`config.mk`:
```
export PLATFORM = sky130hd
export DESIGN_NAME = wb_arbiter
export DESIGN_NICKNAME = d
export VERILOG_FILES = /design/src/rtl/ariane_pkg.sv /design/src/rtl/wb_fifo.sv /design/src/rtl/wb_arbiter.sv
export SDC_FILE = /design/constraint.sdc
export NUM_CORES = 2
export LEC_CHECK = 0
export BUFFER_PORTS_ARGS = -buffer_cell sky130_fd_sc_hd__buf_4
export CAP_MARGIN = 20
export CORE_AREA = 2 2 461 463
export CTS_BUF_LIST = sky130_fd_sc_hd__clkbuf_8 sky130_fd_sc_hd__clkbuf_16
export DETAILED_ROUTE_END_ITERATION = 7
export DIE_AREA = 0 0 463 465
export SLEW_MARGIN = 20
export SYNTH_ARGS = -nofsm -noshare
export SYNTH_HDL_FRONTEND = slang
export SYNTH_SLANG_ARGS = --single-unit
```
`constraint.sdc`:
```
create_clock -name clk_i -period 26.3 [get_ports clk_i]
set_input_delay 5.26 -clock clk_i [delete_from_list [all_inputs] [get_ports clk_i]]
set_output_delay 5.26 -clock clk_i [all_outputs]
set_load 0.02 [all_outputs]
```
`src/rtl/ariane_pkg.sv`:
```
// Shared core types used by the writeback arbiter.
//   TRANS_ID_BITS : width of a scoreboard entry index
//   NR_WB_PORTS   : number of scoreboard write ports
//   exception_t   : exception record travelling with a result
//   wb_entry_t    : one buffered writeback {trans_id, result, ex}
package ariane_pkg;

   localparam int unsigned TRANS_ID_BITS = 3;
   localparam int unsigned NR_WB_PORTS   = 2;

   typedef struct packed {
      logic [63:0] cause;
      logic [63:0] tval;
      logic        valid;
   } exception_t;

   typedef struct packed {
      logic [TRANS_ID_BITS-1:0] trans_id;
      logic [63:0]              result;
      exception_t               ex;
   } wb_entry_t;

endpackage

```
`src/rtl/wb_fifo.sv`:
```
// Small per-source result FIFO.
//   clk, rst : clock, asynchronous active-high reset
//   flush    : empty the FIFO at the edge; a same-cycle push is discarded
//   push     : enqueue data at the edge
//   pop      : dequeue head at the edge (ignored when empty)
//   data     : entry to enqueue
//   head     : current head entry (valid only when usage != 0)
//   usage    : registered occupancy, 0..DEPTH
//   drop     : push to a full FIFO without a same-cycle pop (input lost)
module wb_fifo #(
   parameter int unsigned DEPTH   = 2,
   parameter type         entry_t = logic
) (
   input  logic                     clk,
   input  logic                     rst,
   input  logic                     flush,
   input  logic                     push,
   input  logic                     pop,
   input  entry_t                   data,
   output entry_t                   head,
   output logic [$clog2(DEPTH):0]   usage,
   output logic                     drop
);

   localparam int unsigned AW = $clog2(DEPTH);

   entry_t          mem [DEPTH];
   logic [AW-1:0]   rd_ptr, wr_ptr;
   logic            full, empty, do_push, do_pop;

   assign full  = usage == (AW+1)'(DEPTH);
   assign empty = usage == '0;

   // Popping frees a slot in the same edge, so push-while-full is legal
   // only when a pop happens alongside it.
   assign do_pop  = pop && !empty && !flush;
   assign do_push = push && !flush && (!full || do_pop);
   assign drop    = push && !flush && full && !do_pop;

   assign head = mem[rd_ptr];

   always_ff @(posedge clk or posedge rst) begin
      if (rst) begin
         rd_ptr <= '0;
         wr_ptr <= '0;
         usage  <= '0;
      end else if (flush) begin
         rd_ptr <= '0;
         wr_ptr <= '0;
         usage  <= '0;
      end else begin
         if (do_push) wr_ptr <= wr_ptr + 1'b1;
         if (do_pop)  rd_ptr <= rd_ptr + 1'b1;
         case ({do_push, do_pop})
            2'b10:   usage <= usage + 1'b1;
            2'b01:   usage <= usage - 1'b1;
            default: ;
         endcase
      end
   end

   // Storage is not reset; occupancy alone decides what is valid.
   always_ff @(posedge clk) begin
      if (do_push) mem[wr_ptr] <= data;
   end

endmodule

```
`src/rtl/wb_arbiter.sv`:
```
// Writeback arbiter: buffers results from NR_SRC functional units in
// per-source FIFOs and drains up to NR_WB_PORTS of them per cycle onto the
// scoreboard write ports using a round-robin search.
//   clk_i, rst_i    : clock, asynchronous active-high reset
//   flush_i         : discard all buffered results (and same-cycle inputs)
//   src_valid_i     : per-source result pulse (no backpressure)
//   src_trans_id_i  : per-source scoreboard entry
//   src_result_i    : per-source result data
//   src_ex_i        : per-source exception
//   src_full_o      : FIFO holds >= FIFO_DEPTH-1 entries (issue must stall)
//   wb_valid_o      : write port valid
//   wb_trans_id_o   : write port scoreboard entry (zero when idle)
//   wb_result_o     : write port data (zero when idle)
//   wb_ex_o         : write port exception (zero when idle)
//   ovf_o           : sticky overflow, set when an input was dropped
module wb_arbiter import ariane_pkg::*; #(
   parameter int unsigned NR_SRC      = 4,
   parameter int unsigned NR_WB_PORTS = ariane_pkg::NR_WB_PORTS,
   parameter int unsigned FIFO_DEPTH  = 2
) (
   input  logic                                       clk_i,
   input  logic                                       rst_i,
   input  logic                                       flush_i,
   input  logic [NR_SRC-1:0]                          src_valid_i,
   input  logic [NR_SRC-1:0][TRANS_ID_BITS-1:0]       src_trans_id_i,
   input  logic [NR_SRC-1:0][63:0]                    src_result_i,
   input  exception_t [NR_SRC-1:0]                    src_ex_i,
   output logic [NR_SRC-1:0]                          src_full_o,
   output logic [NR_WB_PORTS-1:0]                     wb_valid_o,
   output logic [NR_WB_PORTS-1:0][TRANS_ID_BITS-1:0]  wb_trans_id_o,
   output logic [NR_WB_PORTS-1:0][63:0]               wb_result_o,
   output exception_t [NR_WB_PORTS-1:0]               wb_ex_o,
   output logic                                       ovf_o
);

   localparam int unsigned SW = (NR_SRC > 1) ? $clog2(NR_SRC) : 1;
   localparam int unsigned PW = (NR_WB_PORTS > 1) ? $clog2(NR_WB_PORTS) : 1;
   localparam int unsigned CW = $clog2(FIFO_DEPTH) + 1;

   wb_entry_t [NR_SRC-1:0]             in_ent, head;
   logic [NR_SRC-1:0][CW-1:0]          usage;
   logic [NR_SRC-1:0]                  nonempty, grant, drop;
   logic [SW-1:0]                      rr_ptr, rr_next;
   logic [NR_WB_PORTS-1:0]             port_vld;
   logic [NR_WB_PORTS-1:0][SW-1:0]     port_src;

   // ---------------- per-source FIFOs ----------------
   for (genvar s = 0; s < NR_SRC; s++) begin : g_src
      assign in_ent[s] = '{trans_id: src_trans_id_i[s],
                           result:   src_result_i[s],
                           ex:       src_ex_i[s]};
      assign nonempty[s]   = usage[s] != '0;
      // One slot of headroom: a result already in flight when issue sees
      // the flag still has somewhere to land.
      assign src_full_o[s] = usage[s] >= CW'(FIFO_DEPTH - 1);

      wb_fifo #(
         .DEPTH   (FIFO_DEPTH),
         .entry_t (wb_entry_t)
      ) u_fifo (
         .clk   (clk_i),
         .rst   (rst_i),
         .flush (flush_i),
         .push  (src_valid_i[s]),
         .pop   (grant[s]),
         .data  (in_ent[s]),
         .head  (head[s]),
         .usage (usage[s]),
         .drop  (drop[s])
      );
   end

   // ---------------- round-robin grant search ----------------
   // Walk sources starting at rr_ptr; the n-th non-empty one found goes to
   // port n until the ports run out. rr_next follows the last grant.
   logic [SW:0] idx;
   logic [PW:0] n_grant;

   always_comb begin
      grant    = '0;
      port_vld = '0;
      port_src = '0;
      rr_next  = rr_ptr;
      idx      = '0;
      n_grant  = '0;
      for (int k = 0; k < NR_SRC; k++) begin
         idx = {1'b0, rr_ptr} + (SW+1)'(k);
         if (idx >= (SW+1)'(NR_SRC)) idx = idx - (SW+1)'(NR_SRC);
         if (nonempty[idx[SW-1:0]] && n_grant < (PW+1)'(NR_WB_PORTS)) begin
            grant[idx[SW-1:0]]         = 1'b1;
            port_vld[n_grant[PW-1:0]]  = 1'b1;
            port_src[n_grant[PW-1:0]]  = idx[SW-1:0];
            n_grant                    = n_grant + 1'b1;
            rr_next = (idx == (SW+1)'(NR_SRC - 1)) ? '0 : idx[SW-1:0] + 1'b1;
         end
      end
   end

   // ---------------- write ports ----------------
   for (genvar p = 0; p < NR_WB_PORTS; p++) begin : g_port
      wb_entry_t out_ent;
      assign out_ent          = port_vld[p] ? head[port_src[p]] : '0;
      assign wb_valid_o[p]    = port_vld[p];
      assign wb_trans_id_o[p] = out_ent.trans_id;
      assign wb_result_o[p]   = out_ent.result;
      assign wb_ex_o[p]       = out_ent.ex;
   end

   // ---------------- pointer and overflow state ----------------
   // Flush does not touch rr_ptr or ovf_o; drops are already masked by
   // flush inside the FIFOs.
   always_ff @(posedge clk_i or posedge rst_i) begin
      if (rst_i) begin
         rr_ptr <= '0;
         ovf_o  <= 1'b0;
      end else begin
         rr_ptr <= rr_next;
         if (|drop) ovf_o <= 1'b1;
      end
   end

endmodule

```
; ---- After elaboration in Yosys (flattened, before gate mapping)
; Memory sizes are Yosys's and may differ from the RTL's.
; Index checks and enable logic that the tools add are counted.
[op_classes]
order_cmp = 27
bitwise = 6
n_eq_ne = 16
mux = 96
add_sub_neg = 29
n_reduce_logical = 73
[ops]
columns = op, n
row1 = $bmux W196 S2, 2
row2 = $mux W196, 4
row3 = $mux W2, 21
row4 = $mux W1, 37
row5 = $logic_and A1 B1 Y1, 34
row6 = $mux W4, 7
row7 = $reduce_bool A2 Y1, 12
row8 = $add A2 B1 Y2 const B, 10
row9 = $lt A2 B3 Y1 const B, 6
row10 = $eq A2 B2 Y1 const B, 8
row11 = $ge A2 B1 Y1 const B, 8
row12 = $pmux W2 S2, 4
row13 = $logic_not A1 Y1, 13
row14 = $bwmux W4, 3
row15 = $eq A3 B2 Y1 const B, 4
row16 = $mux W3, 4
row17 = $or A4 B4 Y4, 3
row18 = $reduce_bool A3 Y1, 4
row19 = $ge A3 B3 Y1 const B, 3
row20 = $sub A3 B3 Y3 const B, 3
row21 = $add A1 B1 Y1 const B, 8
row22 = $bmux W1 S2, 4
row23 = $demux W1 S2, 4
row24 = $eq A2 B1 Y1 const B, 4
row25 = 16 further kinds, 37
[word_totals]
reg_bits = 19
mem_bits_rw = 1568
elab_cells = 265
inputBits = 791
n_memories = 4
output_inout_bits = 399
[mem_list]
columns = memory, words, width, read_ports, rd_ports_with_merged_regs, write_ports, line
row1 = g_src[0].u_fifo.mem, 2, 196, 1, 0, 1, wb_fifo.sv:27  ; entry_t mem [DEPTH];
row2 = g_src[1].u_fifo.mem, 2, 196, 1, 0, 1, wb_fifo.sv:27
row3 = g_src[2].u_fifo.mem, 2, 196, 1, 0, 1, wb_fifo.sv:27
row4 = g_src[3].u_fifo.mem, 2, 196, 1, 0, 1, wb_fifo.sv:27

; ---- Logic depth before layout (Yosys ltp)
[logic_depth]
word_depth = 21
mapped_depth = 19
mapped_depth_nobuf = 12

; ---- Cells and area by module
; From an unflattened synthesis, not the netlist that was laid out.
[unflattened]
hier_cells = 4272
hier_area_um2 = 70201.1
[modules_own_cells]
columns = mod, cells_each, area_per_inst_um2, seq_area_each_um2, n_inst
row1 = wb_fifo, 637, 14380.0, 11871.4, 4
row2 = wb_arbiter, 1724, 12680.9, 75.1, 1

; ---- Worst setup path before layout
; OpenSTA, ideal clock, no wires.
[synth_path]
kind = input-to-reg
startpoint = input flush_i
endpoint = memory g_src[1].u_fifo.mem[0][0] (netlist bit), enable pin
required_time_ns = 25.268
setup_slack_ns = 5.390
path_stages = 3
path_buffers = 2
arrival_time_ns = 19.878
setup_ns = 1.032
path_cell_list = clkbuf_1 > clkbuf_1 > nor3b_1
[synth_via]
elab_chain_cells = 6
elab_cells_between_ends = 7
cone_classes = mux (2) / reduce/logical (5)
[synth_rtl]
columns = element, line
row1 = "start, declared", wb_arbiter.sv:23  ; input logic flush_i,
row2 = $logic_not A1 Y1 *, "wb_fifo.sv:36, wb_fifo.sv:37"
row3 = $logic_and A1 B1 Y1, wb_fifo.sv:36  ; assign do_pop = pop && !empty && !flush;
row4 = $logic_or A1 B1 Y1, wb_fifo.sv:37  ; assign do_push = push && !flush && (!full || do_pop);
row5 = $logic_and A1 B1 Y1 *, wb_fifo.sv:37
row6 = $mux W1 *, wb_fifo.sv:64  ; if (do_push) mem[wr_ptr] <= data;
row7 = $mux W1 (not written as such) *, wb_fifo.sv:64
row8 = "end, declared", wb_fifo.sv:27
; Every way passes the cells marked *; elsewhere a longest branch is shown, timed or not.

==> results by group <==
Timing
  • Time the final worst path needs with I/O delays and setup: 13990 ps
  • Unrepaired setup endpoints after global routing: false
  • Final worst hold slack: 595 ps
  • Final setup viols: 0
  • Final hold viol count: 0
  • Final period util: 0.532
  • Total negative slack for setup checks: 0 ps
  • Fin Clk Skew: 46.4 ps
  • Count of final max-slew check failures: 0
  • Normalized max-slew margin: 0.188
  • Highest attainable clock frequency: 71.5 MHz
  • Slew at the pin with the worst max-slew slack: 1220 ps

Detailed routing
  • Drt total wl: 265 mm
  • Starting DRC count in detailed routing: 4099
  • First-pass DRT Iterations: 6
  • Sum of routed wire segments on met1: 100 mm
  • Vias after detailed routing: 45.8k
  • Met2 WL post-DR: 127 mm
  • Count of unresolved DRC violations after routing: 0
  • Top routing layer in use: met5
  • Met3 routed wirelength: 24.5 mm
  • Via density per instance: 5.42
  • Detail Route Antenna Nets: 0
  • Drt wl/cell: 31.3 um

Layout
  • Number of fill cells in the layout: 19.2k
  • Relative area change from synthesis to final layout: 24.9%
  • Most common cell after layout, fill and taps aside: edfxtp_1
  • Most frequent cells in the layout: edfxtp_1 (1568), buf_4 (1265), mux2_2 (788)
  • Net total in the final layout: 6265
  • Share of post-route cells with drive strength above 1: 0.417

Die
  • Width of the chip: 463 um
  • Number of core rows: 169
  • Number of placed I/O pins: 1190
  • Die Y-Extent: 465 um
  • Die Footprint: 0.215 mm2
  • Area of the core: 0.211 mm2
  • Effective utilization at floorplan: 0.332

Setup path
  • Signal arrival time at the worst endpoint: 8730 ps
  • Crit path capture type: output pin
  • Top fanout value on the critical path: 91
  • WS Path Type: reg2out
  • Nature of the critical path startpoint: flip-flop
  • R2R depth: 14
  • Worst setup path startpoint: rr_ptr[1]$_DFFE_PP0P_
  • Register-to-Register Setup Slack: 19210 ps
  • Required time reported for the critical path endpoint: 21040 ps
  • Reg2reg start: rr_ptr[1]$_DFFE_PP0P_
  • Endpoint of the lowest-slack register-to-register path: g_src[1].u_fifo.mem[0][127]$_DFFE_PP_

Outcome
  • Result of the run: finished clean

Synth
  • Flip-flop cell with the highest count after synthesis: edfxtp_1
  • Seq/Total Area, Yosys: 0.679
  • Mean cell area of the mapped netlist: 16.3 um2
  • Library cells used by synthesis: 69
  • Flip-flop and latch count after synthesis: 1587
  • Post-synthesis cell area: 0.0701 mm2
  • Number of synthesized flops with an enable pin: 1568
  • Share of flip-flops with an asynchronous set or reset: 0.0120
  • Synthesized netlist net count: 5110
  • Post-synthesis cell count: 4296
  • Number of warning messages in the yosys log: 0

Clock tree
  • Largest buffer count on any clock path: 3
  • TritonCTS clock tree: yes
  • CTS Buf Count: 177
  • Clock transition at the registers of the reported paths: 60 ps
  • Root Buffer: clkbuf_16
  • CTS Hold Bufs: 0
  • Post-CTS setup repair buffer count: 0
  • Htree depth: 4
  • Count of instances resized after the clock tree is built: 0
  • Later-pin clock latency in the skew report: 820 ps
  • CTS Sinks: 1587

Min path
  • Worst hold path class: reg2reg
  • Cells on Worst Hold Path: 2
  • Endpoint with the worst hold slack: g_src[3].u_fifo.wr_ptr$_DFFE_PP0P_
  • Startpoint of the most critical hold path: g_src[3].u_fifo.wr_ptr$_DFFE_PP0P_

Placement
  • Final Wtd Congestion: 0.943
  • Placed wire-length estimate: 180 mm
  • Port buffer count: 1189

Global routing
  • Global-route usage over all layers: 0.237
  • Global route total overflow: 0
  • Pin count of the biggest net entering global routing: 130
  • Wire length of the first global-routing pass: 362 mm
  • Antenna violations before repair: 81
  • Via count of the first global-routing pass: 45.6k

Run
  • Number of violations of the max-capacitance limit: 0
## synthesized netlist by cell type (all sizes together), types with 13 or more instances
cell / instances / area (um2)
a21oi: 16 / 83.8
buf: 179 / 1040
clkbuf: 120 / 469
dfrtp: 19 / 475
edfxtp: 1568 / 47100
ha: 23 / 288
inv: 19 / 73.8
mux2: 791 / 8910
mux2i: 597 / 5980
nand2: 22 / 82.6
nor2: 416 / 1560
nor3: 15 / 80.1
nor3b: 13 / 103
o22ai: 197 / 1230
o32ai: 199 / 1750
## metal layers
metal	GRT usage	vias up
met3	0.0748	489
met1	0.282	23700
met2	0.391	2178
met4	0.112	72
met5	0	-
li1	-	19400
## worst max-delay path: stages (launching register included)
cell and delay [ps]:
dfrtp_1 700, inv_1 240, ha_1 610, mux2i_1 240, mux2_4 240, ha_1 400, nand2b_1 260, a2bb2oi_2 600
a21boi_0 290, o311ai_4 360, buf_12 570, buf_4 810, buf_4 750, buf_4 740, mux2i_1 160, o22ai_1 410
buf_4 230
## sequential cells by signal, summed over array words and instances (netlist names)
name and cells:
rr_ptr 2, g_src.u_fifo.usage 8, g_src.u_fifo.wr_ptr 4, g_src.u_fifo.rd_ptr 4
ovf_o 1, g_src.u_fifo.mem 1568
## final cells by class
class                      count  area, um2  area share
timing repair buffer        1275       9700       0.111
inverter                      19       73.8    0.000844
clock inverter               140        958      0.0110
antenna                       44        110     0.00126
multi-input combinational   2391      21000       0.240
tap                         2821       3530      0.0403
clock buffer                 180       4500      0.0515
sequential                  1587      47600       0.544
## worst max path at each step
stage | endpoint | slack (ps)
after floorplan | g_src[1].u_fifo.mem[0][0]$_DFFE_PP_ | 5390
after global placement | wb_ex_o[249] | 13290
after detailed placement | wb_ex_o[249] | 13170
after CTS | wb_ex_o[249] | 12230
after global routing | wb_ex_o[249] | 11800
final | wb_ex_o[246] | 12310
## logic make-up (layout without fill, tap and decap cells)
group           Yosys count  count (layout)  share of synthesized area
mux                    1388            1388                      0.213
simple gates            504             504                     0.0299
compound gates          467             467                     0.0509
flops                  1587            1587                      0.679
buf+inv                 318            1614                     0.0225
xor+xnor                  9               9                    0.00113
other cells               0              44                          0
fa+ha+maj                23              23                    0.00411
## stage by stage
stage,instance area [um2],util,instances,setup WS [ps]
CTS,87400,0.414,8413,12230
detailed placement,81900,0.389,8093,13170
global placement,81900,0.388,8093,13290
floorplan,70100,-,4296,5390
global route,87500,0.415,8442,11800
finish,87500,0.415,8457,12310
Power is not shown: default switching activity piles up to over one toggle a cycle in this logic, so the estimate is an artifact.
